===== src/rtl/tone_arb_pkg.sv =====
// tone_arb_pkg: shared widths, owner encodings and arbiter state enum
package tone_arb_pkg;
    localparam int DIV_W = 22;
    localparam int AMP_W = 16;
    localparam int LEN_W = 5;
    localparam logic [1:0] OWN_BGM  = 2'd0;
    localparam logic [1:0] OWN_SFX0 = 2'd1;
    localparam logic [1:0] OWN_SFX1 = 2'd2;
    localparam logic [1:0] OWN_GAP  = 2'd3;
    // state codes equal the owner codes so owner is the state register itself
    typedef enum logic [1:0] {
        ST_BGM  = OWN_BGM,
        ST_SFX0 = OWN_SFX0,
        ST_SFX1 = OWN_SFX1,
        ST_GAP  = OWN_GAP
    } state_t;
endpackage


===== src/rtl/tone_arbiter_if.sv =====
// tone_arbiter_if: melody/effect request bus and tone outputs of the arbiter
interface tone_arbiter_if;
    import tone_arb_pkg::*;
    logic             tick;
    logic [DIV_W-1:0] bgm_div;
    logic [AMP_W-1:0] bgm_amp;
    logic [1:0]       sfx_req;
    logic [DIV_W-1:0] sfx0_div;
    logic [DIV_W-1:0] sfx1_div;
    logic [AMP_W-1:0] sfx0_amp;
    logic [AMP_W-1:0] sfx1_amp;
    logic [LEN_W-1:0] sfx0_len;
    logic [LEN_W-1:0] sfx1_len;
    logic [1:0]       sfx_ack;
    logic [DIV_W-1:0] note_div;
    logic [AMP_W-1:0] amp_pos;
    logic [AMP_W-1:0] amp_neg;
    logic [1:0]       owner;
    logic             busy;
    modport master (
        output tick, bgm_div, bgm_amp, sfx_req, sfx0_div, sfx1_div, sfx0_amp, sfx1_amp, sfx0_len, sfx1_len,
        input  sfx_ack, note_div, amp_pos, amp_neg, owner, busy
    );
    modport slave (
        input  tick, bgm_div, bgm_amp, sfx_req, sfx0_div, sfx1_div, sfx0_amp, sfx1_amp, sfx0_len, sfx1_len,
        output sfx_ack, note_div, amp_pos, amp_neg, owner, busy
    );
endinterface


===== src/rtl/tone_arb_timer.sv =====
// tone_arb_timer: effect beat counter; load (len 0 clamped to 1) beats decrement, done on the final beat
module tone_arb_timer
    import tone_arb_pkg::*;
(
    input  logic             clk,
    input  logic             rst,
    input  logic             load,
    input  logic             dec,
    input  logic [LEN_W-1:0] len,
    output logic             done
);
    logic [LEN_W-1:0] cnt;

    // load outranks dec so a beat coinciding with a grant does not count
    always_ff @(posedge clk) begin
        if (rst) cnt <= '0;
        else if (load) cnt <= (len == '0) ? LEN_W'(1) : len;
        else if (dec && cnt != '0) cnt <= cnt - LEN_W'(1);
    end

    assign done = dec && cnt <= LEN_W'(1);
endmodule


===== src/rtl/tone_arbiter.sv =====
// tone_arbiter: shares one tone generator between BGM and two prioritised sound effects
// TONE_ARB_GAP_EN adds a one-beat silent GAP after each effect that ends with nothing pending
module tone_arbiter
    import tone_arb_pkg::*;
(
    input  logic          clk,
    input  logic          rst,
    tone_arbiter_if.slave bus
);
    state_t           state, state_nx;
    logic [1:0]       pend, req, gnt;
    logic             open_g, in_sfx, done;
    logic [DIV_W-1:0] cap_div;
    logic [AMP_W-1:0] cap_amp;
    logic [LEN_W-1:0] ld_len;

    // requests seen during reset never reach pending or the grant logic
    assign req    = rst ? 2'b00 : pend | bus.sfx_req;
    assign in_sfx = state == ST_SFX0 || state == ST_SFX1;
    assign ld_len = gnt[1] ? bus.sfx1_len : bus.sfx0_len;

    always_comb begin
        open_g = state == ST_BGM || state == ST_GAP || done || (state == ST_SFX0 && req[1]);
        gnt = !open_g ? 2'b00 : req[1] ? 2'b10 : req[0] ? 2'b01 : 2'b00;
`ifdef TONE_ARB_GAP_EN
        state_nx = gnt[1] ? ST_SFX1 : gnt[0] ? ST_SFX0 : done ? ST_GAP :
                   (state == ST_GAP && bus.tick) ? ST_BGM : state;
`else
        state_nx = gnt[1] ? ST_SFX1 : gnt[0] ? ST_SFX0 : done ? ST_BGM : state;
`endif
    end

    always_ff @(posedge clk) begin
        if (rst) state <= ST_BGM;
        else state <= state_nx;
    end

    always_ff @(posedge clk) begin
        if (rst) begin
            pend         <= '0;
            cap_div      <= '0;
            cap_amp      <= '0;
            bus.note_div <= '0;
            bus.amp_pos  <= '0;
        end else begin
            pend <= req & ~gnt;
            if (|gnt) begin
                cap_div <= gnt[1] ? bus.sfx1_div : bus.sfx0_div;
                cap_amp <= gnt[1] ? bus.sfx1_amp : bus.sfx0_amp;
            end
            bus.note_div <= state == ST_BGM ? bus.bgm_div : in_sfx ? cap_div : '0;
            bus.amp_pos  <= state == ST_BGM ? bus.bgm_amp : in_sfx ? cap_amp : '0;
        end
    end

    tone_arb_timer u_timer (
        .clk  (clk),
        .rst  (rst),
        .load (|gnt),
        .dec  (in_sfx && bus.tick),
        .len  (ld_len),
        .done (done)
    );

    assign bus.sfx_ack = gnt;
    assign bus.amp_neg = -bus.amp_pos;
    assign bus.owner   = state;
    assign bus.busy    = state != ST_BGM;
endmodule


===== src/flat_wrapper.sv =====
// flat-port wrapper written by rule: the top's interface ports become plain ports
module tone_arbiter_flat import tone_arb_pkg::*;
  (clk, rst, bus_tick, bus_bgm_div, bus_bgm_amp, bus_sfx_req, bus_sfx0_div, bus_sfx1_div, bus_sfx0_amp, bus_sfx1_amp, bus_sfx0_len, bus_sfx1_len, bus_sfx_ack, bus_note_div, bus_amp_pos, bus_amp_neg, bus_owner, bus_busy);
  tone_arbiter_if bus_i ();
  input  logic clk;
  input  logic rst;
  input wire logic [$bits(bus_i.tick)-1:0] bus_tick;
  input wire logic [$bits(bus_i.bgm_div)-1:0] bus_bgm_div;
  input wire logic [$bits(bus_i.bgm_amp)-1:0] bus_bgm_amp;
  input wire logic [$bits(bus_i.sfx_req)-1:0] bus_sfx_req;
  input wire logic [$bits(bus_i.sfx0_div)-1:0] bus_sfx0_div;
  input wire logic [$bits(bus_i.sfx1_div)-1:0] bus_sfx1_div;
  input wire logic [$bits(bus_i.sfx0_amp)-1:0] bus_sfx0_amp;
  input wire logic [$bits(bus_i.sfx1_amp)-1:0] bus_sfx1_amp;
  input wire logic [$bits(bus_i.sfx0_len)-1:0] bus_sfx0_len;
  input wire logic [$bits(bus_i.sfx1_len)-1:0] bus_sfx1_len;
  output wire logic [$bits(bus_i.sfx_ack)-1:0] bus_sfx_ack;
  output wire logic [$bits(bus_i.note_div)-1:0] bus_note_div;
  output wire logic [$bits(bus_i.amp_pos)-1:0] bus_amp_pos;
  output wire logic [$bits(bus_i.amp_neg)-1:0] bus_amp_neg;
  output wire logic [$bits(bus_i.owner)-1:0] bus_owner;
  output wire logic [$bits(bus_i.busy)-1:0] bus_busy;
  assign bus_i.tick = bus_tick;
  assign bus_i.bgm_div = bus_bgm_div;
  assign bus_i.bgm_amp = bus_bgm_amp;
  assign bus_i.sfx_req = bus_sfx_req;
  assign bus_i.sfx0_div = bus_sfx0_div;
  assign bus_i.sfx1_div = bus_sfx1_div;
  assign bus_i.sfx0_amp = bus_sfx0_amp;
  assign bus_i.sfx1_amp = bus_sfx1_amp;
  assign bus_i.sfx0_len = bus_sfx0_len;
  assign bus_i.sfx1_len = bus_sfx1_len;
  assign bus_sfx_ack = bus_i.sfx_ack;
  assign bus_note_div = bus_i.note_div;
  assign bus_amp_pos = bus_i.amp_pos;
  assign bus_amp_neg = bus_i.amp_neg;
  assign bus_owner = bus_i.owner;
  assign bus_busy = bus_i.busy;
  tone_arbiter u_core (.clk(clk), .rst(rst), .bus(bus_i));
endmodule

===== config.mk =====
export PLATFORM = sky130hd
export DESIGN_NAME = tone_arbiter_flat
export DESIGN_NICKNAME = d
export VERILOG_FILES = /design/src/rtl/tone_arb_pkg.sv /design/src/rtl/tone_arbiter_if.sv /design/src/rtl/tone_arb_timer.sv /design/src/rtl/tone_arbiter.sv /design/src/flat_wrapper.sv
export SDC_FILE = /design/constraint.sdc
export NUM_CORES = 1
export LEC_CHECK = 0
export ABC_AREA = 1
export CORE_AREA = 2 2 100 102
export DETAILED_ROUTE_END_ITERATION = 10
export DIE_AREA = 0 0 102 104
export PLACE_DENSITY = 0.8
export SLEW_MARGIN = 20
export SYNTH_ARGS = -nofsm -noshare
export SYNTH_HDL_FRONTEND = slang
export SYNTH_SLANG_ARGS = --single-unit

===== constraint.sdc =====
create_clock -name clk -period 2.45 [get_ports clk]
set_input_delay 0.245 -clock clk [delete_from_list [all_inputs] [get_ports clk]]
set_output_delay 0.245 -clock clk [all_outputs]
set_load 0.05 [all_outputs]

; Word level (Yosys, flattened, before mapping)
; Cells that the tools add are included.
[word_totals]
register_bits = 85
word_cells = 51
in_bits = 129
[classes]
n_reduce_logical = 17
n_eq_ne = 3
addsub = 2
n_bitwise = 3
mux = 17
order_cmp = 1
[op_table]
columns = operator, count
row1 = $mux W22, 3
row2 = $mux W16, 3
row3 = $mux W5, 4
row4 = $neg A16 Y16, 1
row5 = $mux W2, 6
row6 = $reduce_bool A2 Y1, 3
row7 = $le A5 B1 Y1 const B, 1
row8 = $logic_not A5 Y1, 1
row9 = $reduce_bool A5 Y1, 1
row10 = $sub A5 B1 Y5 const B, 1
row11 = $eq A2 B2 Y1 const B, 2
row12 = $logic_and A1 B1 Y1, 4
row13 = $logic_or A1 B1 Y1, 4
row14 = $reduce_or A2 Y1, 2
row15 = $reduce_bool A3 Y1, 1
row16 = $and A2 B2 Y2, 1
row17 = $eq A2 B1 Y1 const B, 1
row18 = $logic_not A2 Y1, 1
row19 = $not A2 Y2, 1
row20 = $or A2 B2 Y2, 1
row21 = $mux W1, 1

; Logic depth before layout (Yosys ltp)
; Gate-level depths: netlist of run 1.
[depth]
ltp_word = 11
mapped_depth = 15
depth_no_buf = 14

; Modules after synthesis
; A second synthesis of run 1 with hierarchy kept.
[hier_totals]
cells_unflattened = 719
area_unflattened_um2 = 4554.4
[by_module_without_submodules]
columns = module, area_each_um2, n_inst, cells_per_inst
row1 = tone_arbiter, 4226.6, 1, 667
row2 = tone_arb_timer, 327.8, 1, 52

; Worst setup path after synthesis of run 1
; Ideal clock, no wire load.
[synth_path]
kind = register to output
startpoint = register u_core.bus.amp_pos[0]
endpoint = output port bus_amp_neg[14]
required_time_ps = 2205
path_stages_with_launch = 11
t_arrival_ps = 2334
path_slack_ps = -129
cell_sequence = dfxtp_1 > inv_1 > ha_1 > nand2_1 > nor3_2 > nand3_1 > nor2_1 > nand2_1 > nor3_2 > nand2_1 > xor2_1
[synth_between]
elab_chain_cells = 1
[synth_lines]
columns = element, line
row1 = "start, declared", tone_arbiter_if.sv:26  ; output sfx_ack, note_div, amp_pos, amp_neg, owner, busy
row2 = "start signal, assigned", tone_arbiter.sv:52  ; bus.amp_pos <= state == ST_BGM ? bus.bgm_amp : in_sfx ? cap_amp : '0;
row3 = $neg A16 Y16, tone_arbiter.sv:66  ; assign bus.amp_neg = -bus.amp_pos;
row4 = "end, declared", flat_wrapper.sv:20  ; output wire logic [$bits(bus_i.amp_neg)-1:0] bus_amp_neg;
; Every way passes these cells.

; Worst setup path in the final report of run 1
[layout_path]
startpoint = register u_core.bus.amp_pos[0]
endpoint = output port bus_amp_neg[8]
; Same word-level chain as after synthesis.

==> results of run 1 <==
cells in the final DEF (no fill, tap or decap), drive strengths merged, types with 12 or more instances in the layout:
cell / synthesis / final
nand3: 12 / 12
nand2: 111 / 111
a21oi: 42 / 42
o21ai: 80 / 80
clkdlybuf4s50: 0 / 174
xor2: 14 / 14
buf: 19 / 36
nor2: 52 / 52
inv: 26 / 27
a31oi: 40 / 40
dfxtp: 85 / 85
worst max path at each step:
stage                               start  depth (start not counted)                    end
finish              u_core.bus.amp_pos[0]                         11         bus_amp_neg[8]
global route        u_core.bus.amp_pos[2]                          9        bus_amp_neg[15]
floorplan           u_core.bus.amp_pos[0]                          8        bus_amp_neg[10]
detailed placement                    rst                         13  u_core.u_timer.cnt[0]
CTS                 u_core.bus.amp_pos[0]                          6         bus_amp_neg[9]
global placement                      rst                         13  u_core.u_timer.cnt[0]
critical path: stages (launching register included):
cell and delay [ns]:
dfxtp_2 0.34, inv_2 0.07, ha_4 0.13, nand2_2 0.08, nor3_4 0.15, nand3_2 0.12
buf_4 0.15, buf_4 0.13, buf_4 0.13, buf_4 0.13, xor2_1 0.12, buf_4 0.22
cells by family after synthesis:
family / count (synthesis)
xor+xnor: 17
flops: 85
compound gates: 165
simple gates: 182
buf+inv: 66
fa+ha+maj: 6
per-layer routing:
metal | vias to the layer above | track usage | share of wire | wire length [µm]
met5 | - | 0 | 0 | 0
met4 | 0 | 0.0838 | 0.028 | 352
met3 | 25 | 0.0484 | 0.074 | 919
met2 | 204 | 0.380 | 0.50 | 6180
met1 | 1940 | 0.266 | 0.40 | 5010
li1 | 2113 | - | - | -
through the flow:
stage / utilization / area (µm²) / setup WS [ns]
floorplan: - / 3860 / 0.0101
global placement: 0.615 / 5870 / 0.277
detailed placement: 0.615 / 5870 / 0.218
CTS: 0.643 / 6140 / 0.0115
global route: 0.652 / 6220 / -0.0449
finish: 0.652 / 6220 / 0.0898
power breakdown:
part	leakage (µW)	switching (µW)	internal, µW	total (µW)
logic	0.00174	2690	1520	4210
registers	0.000705	253	1780	2040
clock network	0.0000868	525	376	901
total	0.00253	3470	3680	7150
registers in the layout (all words and copies together) (netlist names):
name	flops
u_core.bus.note_div	22
u_core.cap_div	22
u_core.bus.amp_pos	16
u_core.cap_amp	16
u_core.u_timer.cnt	5
u_core.bus.owner	2
u_core.pend	2
repair_timing:
item / CTS / global route
setup endpoints to repair: 4 / 16
pin swaps: 6 / 3
endpoints found under the hold margin: 0 / 0
hold buffers: 0 / 0
setup buffers: 9 / 5
gates resized for setup: 8 / 11
cell type report:
cell class / count / area share
clock buffers: 10 / 0.0205
multi-input cells: 370 / 0.308
inverters: 28 / 0.0177
well taps: 133 / 0.0267
clock inverters: 6 / 0.00764
flip-flops and latches: 85 / 0.274
repair buffers: 212 / 0.345
==> impl_metrics.env, run 1 <==
export IMPL_yosys_area_share_simple=0.191
export IMPL_postRouteAntennaNets=0
export IMPL_cts_tree="built"
export IMPL_grt_overflow_total=0
export IMPL_hold_slack_ns=0.453
export IMPL_setup_tns_ns=0
export IMPL_yosys_top_cells_area="dfxtp_1 (44%), nand2_1 (11%), o21ai_0 (8.6%)"
export IMPL_min_delay_start="bus_sfx0_div[15]"
export IMPL_netlist_area_leader_share=0.443
export IMPL_grtUsageTotal=0.221
export IMPL_cts_max_level=3
export IMPL_grt_pass1_vias=3911
export IMPL_synthMostInstantiatedCell="nand2_1"
export IMPL_synth_seq_cells=85
export IMPL_hold_violations=0
export IMPL_num_rows=36
export IMPL_io_pin_count=188
export IMPL_ys_flop_type="dfxtp_1"
export IMPL_synth_edf_count=0
export IMPL_avgSynthCellArea_um2=7.38
export IMPL_dp_hpwl_um=9050
export IMPL_period_minus_slack_ns=2.36
export IMPL_syn_cell_area_um2=3840
export IMPL_min_delay_path_class="in -> reg"
export IMPL_vias=4282
export IMPL_crit_type="reg -> out"
export IMPL_start_kind="flip-flop"
export IMPL_fin_skew_ns=0.00932
export IMPL_n_antenna_cell=0
export IMPL_finalNetCount=841
export IMPL_clk_latency_ns=0.35
export IMPL_clock_sinks=85
export IMPL_max_freq_mhz=424
export IMPL_hold_path_endpoint="u_core.cap_div[15]"
export IMPL_worstPathArrival_ns=2.12
export IMPL_r2r_cells=11
export IMPL_status="finished, final reports clean"
export IMPL_worstMarginPinSlew_ns=0.541
export IMPL_die_area_um2=10600
export IMPL_dr_pass1_iters=4
export IMPL_postSynthCellCount=521
export IMPL_powerDensity_nw_per_um2=1150
export IMPL_timing_final_crit_share=0.963
export IMPL_cp_end_kind="primary output"
export IMPL_gp_congestion=0.872
export IMPL_synth_xor_area_share=0.0387
export IMPL_cts_buffers_inserted=9
export IMPL_drv_cap=0
export IMPL_wl_um=12500
export IMPL_synth_top_family_by_area="compound AO/OA/AOI/OAI gates"
export IMPL_avgViaCountPerCell=5.07
export IMPL_synth_area_leader_cell="dfxtp_1"
export IMPL_critPathMaxFanout=2
export IMPL_r2r_end="u_core.cap_div[21]"
export IMPL_yosys_warnings=0
export IMPL_maxSlewViolCount=0
export IMPL_synth_seq_area_share=0.443
export IMPL_clockBufferDepth=2
export IMPL_grt_pass1_wl_um=18700
export IMPL_avgRoutedWirePerCell_um=14.8
export IMPL_grt_max_degree=58
export IMPL_placed_cells=814
export IMPL_seqCellArea_um2=1700
export IMPL_area_delta_synth_final_pct=62.0
export IMPL_synth_compound_area_frac=0.231
export IMPL_drc=0
export IMPL_rr_startpoint="u_core.bus.owner[0]"
export IMPL_p_leak_uw=0.00253
export IMPL_drive_gt1_frac=0.105
export IMPL_synthDistinctLibCells=29
export IMPL_fp_coreArea_um2=9550
export IMPL_setup_viol=0
export IMPL_port_buffers=187
export IMPL_synth_adder_area_share=0.0195
export IMPL_die_y_um=104
export IMPL_slew_headroom=0.638
export IMPL_yosys_top_cells_count="nand2_1 (108), dfxtp_1 (85), o21ai_0 (66)"
export IMPL_syn_num_nets=656
export IMPL_antenna_found_initial=0
export IMPL_die_w_um=102
export IMPL_cts_root_buffer="clkbuf_8"
export IMPL_first_iter_violations=137
export IMPL_layout_cells_non_filler=844
export IMPL_synthArstFlopShare=0
export IMPL_required_ns=2.20
export IMPL_muxShareOfSynthArea=0
export IMPL_finalPower_uw=7150
export IMPL_n_fill_cell=807
export IMPL_clk_pin_slew_worst_paths_ns=0.09
export IMPL_hold_depth=3
export IMPL_r2r_slack_ns=0.27
export IMPL_ir_drop_uv=680
export IMPL_start_util=0.402
export IMPL_multi_input_area_um2=1920
No activity file was read; power rests on OpenSTA's default activity.
==> run 2: changes to the inputs <==
--- a/config.mk
+++ b/config.mk
@@ -9,6 +9,7 @@
 export CORE_AREA = 2 2 100 102
 export DETAILED_ROUTE_END_ITERATION = 10
 export DIE_AREA = 0 0 102 104
+export MAX_ROUTING_LAYER = met4
 export PLACE_DENSITY = 0.8
 export SLEW_MARGIN = 20
 export SYNTH_ARGS = -nofsm -noshare
==> run 2 against run 1 <==
Clock skew is 0.0010 ns higher. Setup slack improved by 0.010 ns. Highest routed layer unchanged. Power about the same. Count of clock-buffer cells in the layout unchanged. Critical endpoint unchanged. Routed wire length up 0.56%.
==> impl_metrics.env, run 2 (same netlist as run 1, synthesis figures left out) <==
export IMPL_fp_coreArea_um2=9550
export IMPL_gp_congestion=0.886
export IMPL_p_leak_uw=0.00253
export IMPL_avgRoutedWirePerCell_um=14.8
export IMPL_clk_latency_ns=0.35
export IMPL_layout_commonest_cell="clkdlybuf4s50_1"
export IMPL_clk_pin_slew_worst_paths_ns=0.09
export IMPL_hold_violations=0
export IMPL_max_freq_mhz=426
export IMPL_cts_max_level=3
export IMPL_die_area_um2=10600
export IMPL_grt_pass1_wl_um=18700
export IMPL_drc=0
export IMPL_die_y_um=104
export IMPL_crit_top_cell="buf_4"
export IMPL_worstPathArrival_ns=2.10
export IMPL_finalNetCount=841
export IMPL_hold_slack_ns=0.452
export IMPL_wl_um=12500
export IMPL_grtUsageTotal=0.228
export IMPL_cts_root_buffer="clkbuf_8"
export IMPL_io_pin_count=188
export IMPL_fin_skew_ns=0.0104
export IMPL_setup_tns_ns=0
export IMPL_slew_headroom=0.641
export IMPL_dr_pass1_iters=5
export IMPL_clockBufferDepth=2
export IMPL_worstMarginPinSlew_ns=0.537
export IMPL_antenna_found_initial=0
export IMPL_dp_hpwl_um=9050
export IMPL_first_iter_violations=175
export IMPL_cts_tree="built"
export IMPL_timing_final_crit_share=0.959
export IMPL_avgViaCountPerCell=5.08
export IMPL_n_fill_cell=807
export IMPL_seqCellArea_um2=1700
export IMPL_cp_end_kind="primary output"
export IMPL_start_util=0.402
export IMPL_cts_buffers_inserted=9
export IMPL_dp_slack_ns=0.218
export IMPL_grt_overflow_total=0
export IMPL_drv_cap=0
export IMPL_layout_cells_non_filler=844
export IMPL_postRouteAntennaNets=0
export IMPL_slowest_stage="dfxtp_2"
export IMPL_cp_cell_sequence="inv_2, ha_4, nand2_2, nor3_4, nand3_2, buf_4, buf_4, buf_4, buf_4, xor2_1, buf_4"
export IMPL_ir_drop_uv=679
export IMPL_critPathMaxFanout=2
export IMPL_finalPower_uw=7160
export IMPL_start_kind="flip-flop"
export IMPL_status="finished, final reports clean"
export IMPL_grt_pass1_vias=3909
export IMPL_vias=4286
export IMPL_num_rows=36
export IMPL_cts_hold_buf=0
export IMPL_min_delay_path_class="in -> reg"
export IMPL_crit_type="reg -> out"
export IMPL_drive_gt1_frac=0.105
export IMPL_n_antenna_cell=0
export IMPL_top_regs="u_core.bus.note_div (22), u_core.cap_div (22)"
export IMPL_setup_viol=0
export IMPL_maxSlewViolCount=0
export IMPL_max_stage_delay_ns=0.34
export IMPL_required_ns=2.20
export IMPL_fin_ws_ns=0.100
export IMPL_die_w_um=102
export IMPL_multi_input_area_um2=1920
export IMPL_grt_max_degree=58
export IMPL_placed_cells=814
export IMPL_period_minus_slack_ns=2.35
export IMPL_area_delta_synth_final_pct=62.0
export IMPL_final_cell_mix="clkdlybuf4s50_1 (174), nand2_1 (106), dfxtp_1 (84)"
export IMPL_powerDensity_nw_per_um2=1150
export IMPL_port_buffers=187
export IMPL_clock_sinks=85
==> run 2: timing repair <==
action                     in CTS  in global routing
setup endpoints to repair       4                 16
pin swaps                       6                  3
setup buffers                   9                  5
hold endpoints to repair        0                  0
resized for setup               8                 11
==> run 2: path summary, 6_finish.rpt <==
check | slack [ns] | cells after the start | start | endpoint
worst max register to register | 0.25 | 11 | u_core.bus.owner[0] | u_core.cap_div[21]
worst min register to register | 0.50 | 2 | u_core.cap_div[10] | u_core.bus.note_div[10]
worst max-delay path | 0.10 | 11 | u_core.bus.amp_pos[0] | bus_amp_neg[8]
worst min-delay path | 0.45 | 3 | bus_sfx0_div[15] | u_core.cap_div[15]
==> run 2: routing by layer <==
| metal | global-route usage | part of all wire |
|---|---|---|
| met1 | 0.272 | 0.41 |
| met2 | 0.377 | 0.50 |
| met3 | 0.0444 | 0.065 |
| met4 | 0.0838 | 0.026 |
| met5 | - | 0 |
==> run 2: through the flow <==
stage | utilization | instance area, µm²
floorplan | - | 3860
global placement | 0.615 | 5870
detailed placement | 0.615 | 5870
CTS | 0.643 | 6140
global route | 0.652 | 6220
finish | 0.652 | 6220
==> run 2: critical path: cells and delay by family (launching register included) <==
family / cells / cell delay [ns]
and+or+nand+nor: 3 / 0.35
xor gates and xnor gates: 1 / 0.12
adders and majority gates: 1 / 0.13
DFF: 1 / 0.34
buffers and inverters: 6 / 0.82
==> run 2: cell type report <==
cell class	count	share of cell area
multi-input cells	370	0.308
clock buffers	10	0.0205
well taps	133	0.0267
repair buffers	212	0.345
inverters	28	0.0177
flip-flops and latches	85	0.274
clock inverters	6	0.00764
==> run 2: where the power goes <==
group	switching (µW)	total [µW]	internal, µW
logic	2700	4220	1520
clock network	525	901	376
registers	252	2030	1780
==> run 3: changes to the inputs <==
--- a/config.mk
+++ b/config.mk
@@ -7,8 +7,10 @@
 export LEC_CHECK = 0
 export ABC_AREA = 1
 export CORE_AREA = 2 2 100 102
+export CTS_CLUSTER_SIZE = 28
 export DETAILED_ROUTE_END_ITERATION = 10
 export DIE_AREA = 0 0 102 104
+export GPL_ROUTABILITY_DRIVEN = 0
 export MAX_ROUTING_LAYER = met4
 export PLACE_DENSITY = 0.8
 export SLEW_MARGIN = 20
==> results of run 3 <==
Final layout, timing and power as in run 2 (identical DEF).
